--- src/rtl/array_scan_reader.sv ---
// array_scan_reader: steps a 4-bit code over the array VAL bus from 0 to
// LAST_CODE. For each code it waits SETTLE cycles and samples the
// synchronized LED responses. It then streams the code and the sample as
// three ready/valid beats.
//
// Ports:
//   clk, rst            clock, synchronous active-high reset
//   start               scan request, only honoured while idle
//   val                 code currently driven onto the VAL bus
//   led0..led3, led4/5  LED responses (asynchronous to clk)
//   out_valid/out_ready result handshake; out_data carries the beat
//   busy                high whenever a scan is in progress
//   done                one-cycle pulse after the final beat of a scan
module array_scan_reader #(
  parameter int unsigned SETTLE    = 4,
  parameter int unsigned LAST_CODE = 15
) (
  input  logic       clk,
  input  logic       rst,
  input  logic       start,
  output logic [3:0] val,
  input  logic [3:0] led0,
  input  logic [3:0] led1,
  input  logic [3:0] led2,
  input  logic [3:0] led3,
  input  logic       led4,
  input  logic       led5,
  output logic       out_valid,
  input  logic       out_ready,
  output logic [7:0] out_data,
  output logic       busy,
  output logic       done
);

  localparam int unsigned CAP_W  = 18;
  localparam int unsigned CNT_W  = 4;
  localparam int unsigned VAL_W  = 4;
  localparam int unsigned BEAT_W = 2;
  localparam logic [CNT_W-1:0]  SETTLE_LAST = CNT_W'(SETTLE - 1);
  localparam logic [VAL_W-1:0]  LAST_VAL    = VAL_W'(LAST_CODE);
  localparam logic [BEAT_W-1:0] FINAL_BEAT  = BEAT_W'(2);

  typedef enum logic [2:0] {
    S_IDLE,
    S_DRIVE,
    S_SETTLE,
    S_SAMPLE,
    S_SEND
  } state_t;

  state_t             state;
  state_t             state_next;
  logic [CAP_W-1:0]   led_raw;
  logic [CAP_W-1:0]   sync1;
  logic [CAP_W-1:0]   sync2;
  logic [CAP_W-1:0]   cap;
  logic [CNT_W-1:0]   cnt;
  logic [BEAT_W-1:0]  beat;
  logic               xfer;
  logic               last_xfer;

  // Capture layout, MSB first: led0, led1, led2, led3, led4, led5
  assign led_raw = {led0, led1, led2, led3, led4, led5};

  // State register
  always_ff @(posedge clk) begin
    if (rst) begin
      state <= S_IDLE;
    end else begin
      state <= state_next;
    end
  end

  // Next-state logic and handshake decode
  always_comb begin
    state_next = state;
    xfer       = 1'b0;
    last_xfer  = 1'b0;
    case (state)
      S_IDLE: begin
        if (start) begin
          state_next = S_DRIVE;
        end
      end
      S_DRIVE: state_next = S_SETTLE;
      S_SETTLE: begin
        if (cnt == SETTLE_LAST) begin
          state_next = S_SAMPLE;
        end
      end
      S_SAMPLE: state_next = S_SEND;
      S_SEND: begin
        xfer = out_ready;
        if (out_ready && (beat == FINAL_BEAT)) begin
          last_xfer  = 1'b1;
          state_next = (val == LAST_VAL) ? S_IDLE : S_DRIVE;
        end
      end
      default: state_next = S_IDLE;
    endcase
  end

  // Datapath and registered outputs
  always_ff @(posedge clk) begin
    if (rst) begin
      sync1     <= '0;
      sync2     <= '0;
      cap       <= '0;
      cnt       <= '0;
      beat      <= '0;
      val       <= '0;
      out_valid <= 1'b0;
      out_data  <= '0;
      busy      <= 1'b0;
      done      <= 1'b0;
    end else begin
      sync1     <= led_raw;
      sync2     <= sync1;
      out_valid <= (state_next == S_SEND);
      busy      <= (state_next != S_IDLE);
      done      <= last_xfer && (val == LAST_VAL);
      case (state)
        S_IDLE: begin
          if (start) begin
            val  <= '0;
            beat <= '0;
          end
        end
        S_DRIVE:  cnt <= '0;
        S_SETTLE: cnt <= cnt + CNT_W'(1);
        S_SAMPLE: begin
          // Beat0 is built straight from the synchronizer so it is ready
          // on the first SEND cycle; later beats come from the frozen capture.
          cap      <= sync2;
          out_data <= {val, sync2[17:14]};
          beat     <= '0;
        end
        S_SEND: begin
          if (xfer) begin
            beat <= beat + BEAT_W'(1);
            case (beat)
              BEAT_W'(0): out_data <= {cap[13:10], cap[9:6]};
              BEAT_W'(1): out_data <= {cap[5:2], 2'b00, cap[1:0]};
              default:    ;
            endcase
            if (last_xfer) begin
              beat <= '0;
              if (val != LAST_VAL) begin
                val <= val + VAL_W'(1);
              end
            end
          end
        end
        default: ;
      endcase
    end
  end

endmodule
--- config.mk ---
export PLATFORM = sky130hd
export DESIGN_NAME = array_scan_reader
export DESIGN_NICKNAME = d
export VERILOG_FILES = /design/src/rtl/array_scan_reader.sv
export SDC_FILE = /design/constraint.sdc
export NUM_CORES = 1
export LEC_CHECK = 0
export ABC_CLOCK_PERIOD_IN_PS = 5400
export BUFFER_PORTS_ARGS = -buffer_cell sky130_fd_sc_hd__buf_2
export CAP_MARGIN = 20
export CORE_MARGIN = 2
export CORE_UTILIZATION = 30
export CTS_CLUSTER_SIZE = 20
export DETAILED_ROUTE_END_ITERATION = 7
export GPL_TIMING_DRIVEN = 0
export HOLD_SLACK_MARGIN = 0.12
export SLEW_MARGIN = 15
export SYNTH_ARGS = -nofsm -noshare
export SYNTH_HDL_FRONTEND = slang
export SYNTH_SLANG_ARGS = --single-unit
--- constraint.sdc ---
create_clock -name clk -period 5.4 [get_ports clk]
set_clock_uncertainty 0.2 [all_clocks]
set_input_delay 0.54 -clock clk [delete_from_list [all_inputs] [get_ports clk]]
set_output_delay 0.54 -clock clk [all_outputs]
set_load 0.05 [all_outputs]
==> results.rst <==
.. list-table::
   :header-rows: 1

   * - Metric
     - Value
   * - Root cell of the clock tree
     - sky130_fd_sc_hd__clkbuf_8
   * - Non-Filler Cell Area, Final
     - between 3000 and 4000 sq um
   * - Post-layout power
     - 1.06 mW
   * - Part of the total power dissipated in sequential elements
     - between 50% and 60%
   * - Number of I/O port buffers
     - 35
   * - Most used cell, CP
     - sky130_fd_sc_hd__nor2_1
   * - Met3 capacity usage during global routing
     - under 10%
   * - Reg2reg start
     - beat[1]$_SDFFE_PP0P_
   * - Count of final max-slew check failures
     - 0
   * - Category of cells accounting for the largest share of critical-path delay
     - compound AO/OA/AOI/OAI gates
   * - Number of maximum-capacitance violations
     - 0
   * - Average cell area after synthesis
     - 9.50 sq um
   * - Buffer depth of the longest clock path
     - 2
   * - Count of yosys warnings during synthesis
     - 0
   * - Min cycle time layout
     - 1.97 ns
   * - Capturing instance or port of the critical path
     - out_data[3]$_SDFFE_PP0P_
   * - Cts repair resizes
     - 0
   * - Primary FF master, synth
     - sky130_fd_sc_hd__dfxtp_1
   * - Top-level I/O count
     - 37
   * - Antenna cell count
     - 0
   * - Number of synthesized flops with an enable pin
     - 0
   * - Die X
     - 99.2 um
   * - Worst-path fanout max
     - 10
   * - Post-route insts no fill
     - 445
   * - Critical-path top delay cell
     - sky130_fd_sc_hd__o31ai_4
   * - Remaining global-route overflow
     - 0
   * - Height of the chip
     - just under 100 um
   * - Arrival time worst endpoint
     - 2.02 ns
   * - Crit path from
     - beat[1]$_SDFFE_PP0P_
   * - Maximum vdd ir drop
     - about 170 uV
   * - Cell area after technology mapping
     - 2720 sq um
   * - Leading cell types in the layout, fill and taps excluded
     - sky130_fd_sc_hd__dfxtp_1, sky130_fd_sc_hd__nand2_1, sky130_fd_sc_hd__buf_2, sky130_fd_sc_hd__nor2b_1, sky130_fd_sc_hd__a21oi_1
   * - Cell Int Power
     - between 0.8 and 0.9 mW
   * - Sum of buffers and inverters on the critical path
     - 2
   * - Worst Path Class, Setup
     - register to register
   * - Slowest stage delay, CP
     - 0.47 ns
   * - RePlAce Congestion
     - 0.859
   * - Share of the clock period used by the worst path after layout
     - a little over a third
   * - Post-cts hold buffer count
     - 0
   * - Met1 demand-to-capacity share in global routing
     - between 10 and 15%
   * - Number of antenna violations at the first check in global routing
     - 0
   * - Number of standard cells after synthesis
     - about 290
   * - Number of nets with antenna violations after detailed routing
     - 0
   * - TritonCTS clock tree
     - done
   * - Worst hold path type
     - primary input to register
   * - FF-to-FF path depth
     - 7
   * - Setup tns final
     - 0 ns
   * - Type of element launching the critical path
     - register
   * - Combinational cell fraction of total power
     - about 6.7%
   * - Actual slew at the worst max-slew pin
     - about 0.53 ns
   * - Total Nets Final
     - around 360
   * - Maximum number of pins on one net before global-route repair
     - 14
   * - Total global routing track utilization
     - 11.2%
   * - CTS Buf Count
     - 9
   * - Power density over the cells
     - between 300 and 400 nW/um^2
   * - Sw Share
     - 23.9%
   * - Clock sink total
     - 74
   * - Smallest setup slack after layout
     - about 3.4 ns
   * - Number of iterations in the first detailed-routing pass
     - 4
   * - Run status
     - finished, final reports clean
   * - Initial Util
     - a little under a third
   * - Later-pin clock latency in the skew report
     - 0.35 ns
   * - Number of vias in the routed layout
     - 1979
   * - Postcts setup bufs
     - 0
   * - WL/cell
     - 11.6 um
   * - Minimum hold slack
     - 0.194 ns
   * - Via count of the first global-routing pass
     - between 1500 and 2000
   * - Number of violations reported at the end of detailed-routing iteration 0
     - 126
   * - Most frequent standard cell in the layout excluding fill and tap cells
     - sky130_fd_sc_hd__dfxtp_1
   * - Fraction of registers with async set/reset
     - 0%
   * - Register-to-register setup slack
     - 3.43 ns
   * - Layout fillers
     - 918
   * - Fraction of layout cells with a size suffix above 1
     - a little under a fifth
   * - WL final
     - 5150 um
   * - Final setup vio count
     - 0
   * - Area delta synth->final
     - 18.6%
   * - CP Depth
     - 7
   * - Detail-routed via count per cell
     - 4.45
   * - Cell Chain, Critical Path
     - inv_1 -> ha_1 -> buf_4 -> nor2_1 -> o31ai_4 -> nor2_1 -> a311oi_1
   * - Met2 routing resource usage after global routing
     - 16.9%
   * - Sequential fraction of the synthesis area
     - between 50% and 60%
   * - Global route hottest layer
     - met2
   * - FF-to-FF End
     - out_data[3]$_SDFFE_PP0P_
   * - H-Tree Level Count
     - 3
   * - Clock network fraction of total power
     - 39.4%
   * - Fmax
     - 509 MHz
   * - Wire length of the first global-routing pass
     - 8560 um
   * - Total cell area at the placement stage
     - 3030 sq um
   * - Number of storage elements in the synthesis netlist
     - 74
   * - DRC violation count after routing
     - 0
   * - Clock-pin transition on the worst setup and hold timing paths
     - 0.08 ns
   * - Total half-perimeter wirelength after legalization and detailed placement
     - 3740 um
   * - Endpoint kind of the worst setup timing path
     - register
   * - Pre-CTS setup slack
     - 3.45 ns
   * - Unrepaired setup endpoints after global routing
     - no
   * - Netlist cell types
     - 39
   * - Normalized max-slew margin
     - between 60% and 70%
   * - Switching component of the power
     - between 0.2 and 0.3 mW
   * - Worst Path Required
     - between 5 and 6 ns
   * - Utilization of the core after routing
     - 36.8%
   * - Placeable core region
     - 8760 sq um
   * - Synthesized net count
     - 313
   * - Number of cell rows
     - 34
   * - Final Hold Violating Endpoints
     - 0
   * - Standby leakage power
     - 1.20 nW
   * - DIE AREA
     - 9840 sq um
   * - Number of cells in the design after placement
     - between 400 and 500
-- flip-flops by register name, indices dropped and copies added, names as in the netlist --
register	flops
done	1
sync1	18
out_data	8
out_valid	1
cap	14
val	4
state	3
sync2	18
cnt	4
busy	1
beat	2
-- power groups by stage --
stage	Combinational (mW)	Sequential, mW	Clock (mW)
after floorplan	0.0447	0.587	0
after global placement	0.0710	0.582	0
after detailed placement	0.0714	0.582	0
after CTS	0.0718	0.570	0.430
after global routing	0.0785	0.571	0.463
final	0.0712	0.570	0.416
-- area by class of cell --
cell class	instances	area, sq um	share of cell area (%)
tap	108	135	4.19
sequential	74	1480	46.0
buffer	15	76.3	2.37
timing repair buffer	35	175	5.43
clock inverter	6	67.6	2.10
inverter	5	18.8	0.582
multi-input combinational	192	1140	35.4
clock buffer	10	128	3.96
-- Yosys cell counts, types with 2 or more instances --
| cell | number | share of area, % |
|---|---|---|
| sky130_fd_sc_hd__a21oi_1 | 27 | 5.0 |
| sky130_fd_sc_hd__a311oi_1 | 2 | 0.64 |
| sky130_fd_sc_hd__a31oi_1 | 2 | 0.46 |
| sky130_fd_sc_hd__and2_1 | 2 | 0.46 |
| sky130_fd_sc_hd__and3_1 | 2 | 0.46 |
| sky130_fd_sc_hd__buf_4 | 4 | 1.1 |
| sky130_fd_sc_hd__clkbuf_1 | 9 | 1.2 |
| sky130_fd_sc_hd__dfxtp_1 | 74 | 55 |
| sky130_fd_sc_hd__ha_1 | 5 | 2.3 |
| sky130_fd_sc_hd__inv_1 | 5 | 0.69 |
| sky130_fd_sc_hd__mux2_2 | 2 | 0.83 |
| sky130_fd_sc_hd__mux2i_1 | 7 | 2.6 |
| sky130_fd_sc_hd__nand2_1 | 52 | 7.2 |
| sky130_fd_sc_hd__nand2b_1 | 3 | 0.69 |
| sky130_fd_sc_hd__nand3_1 | 6 | 1.1 |
| sky130_fd_sc_hd__nand3b_1 | 3 | 0.83 |
| sky130_fd_sc_hd__nor2_1 | 12 | 1.7 |
| sky130_fd_sc_hd__nor2b_1 | 36 | 8.3 |
| sky130_fd_sc_hd__nor3_1 | 2 | 0.37 |
| sky130_fd_sc_hd__o211ai_1 | 7 | 1.9 |
| sky130_fd_sc_hd__o21ai_0 | 4 | 0.74 |
| sky130_fd_sc_hd__or4_1 | 2 | 0.55 |
| sky130_fd_sc_hd__xor2_1 | 2 | 0.64 |
-- how the worst min path moves through the flow --
stage                     depth (start not counted)  slack (ns)                   end                 start
after global routing                              2        0.17   sync1[4]$_SDFF_PP0_               led3[2]
after detailed placement                          1        0.22  sync2[13]$_SDFF_PP0_  sync1[13]$_SDFF_PP0_
final                                             2        0.19   sync1[6]$_SDFF_PP0_               led2[0]
after global placement                            1        0.22  sync2[13]$_SDFF_PP0_  sync1[13]$_SDFF_PP0_
after CTS                                         2        0.17   sync1[6]$_SDFF_PP0_               led2[0]
after floorplan                                   1        0.21   sync2[0]$_SDFF_PP0_   sync1[0]$_SDFF_PP0_
-- routing by layer --
layer	vias to the layer above	share of wire, %
li1	1049	-
met1	873	47
met2	47	45
met3	10	6.0
met4	0	1.7
met5	-	0
-- cell families after synthesis --
| group | share of synthesized area, % |
|---|---|
| AOI/OAI and AO/OA | 11.3 |
| xor gates and xnor gates | 0.967 |
| adders and majority gates | 2.30 |
| buffers and inverters | 3.50 |
| DFF | 54.5 |
| muxes | 3.41 |
| and+or+nand+nor | 24.0 |
Note: power is estimated with default switching activity, not from simulation.
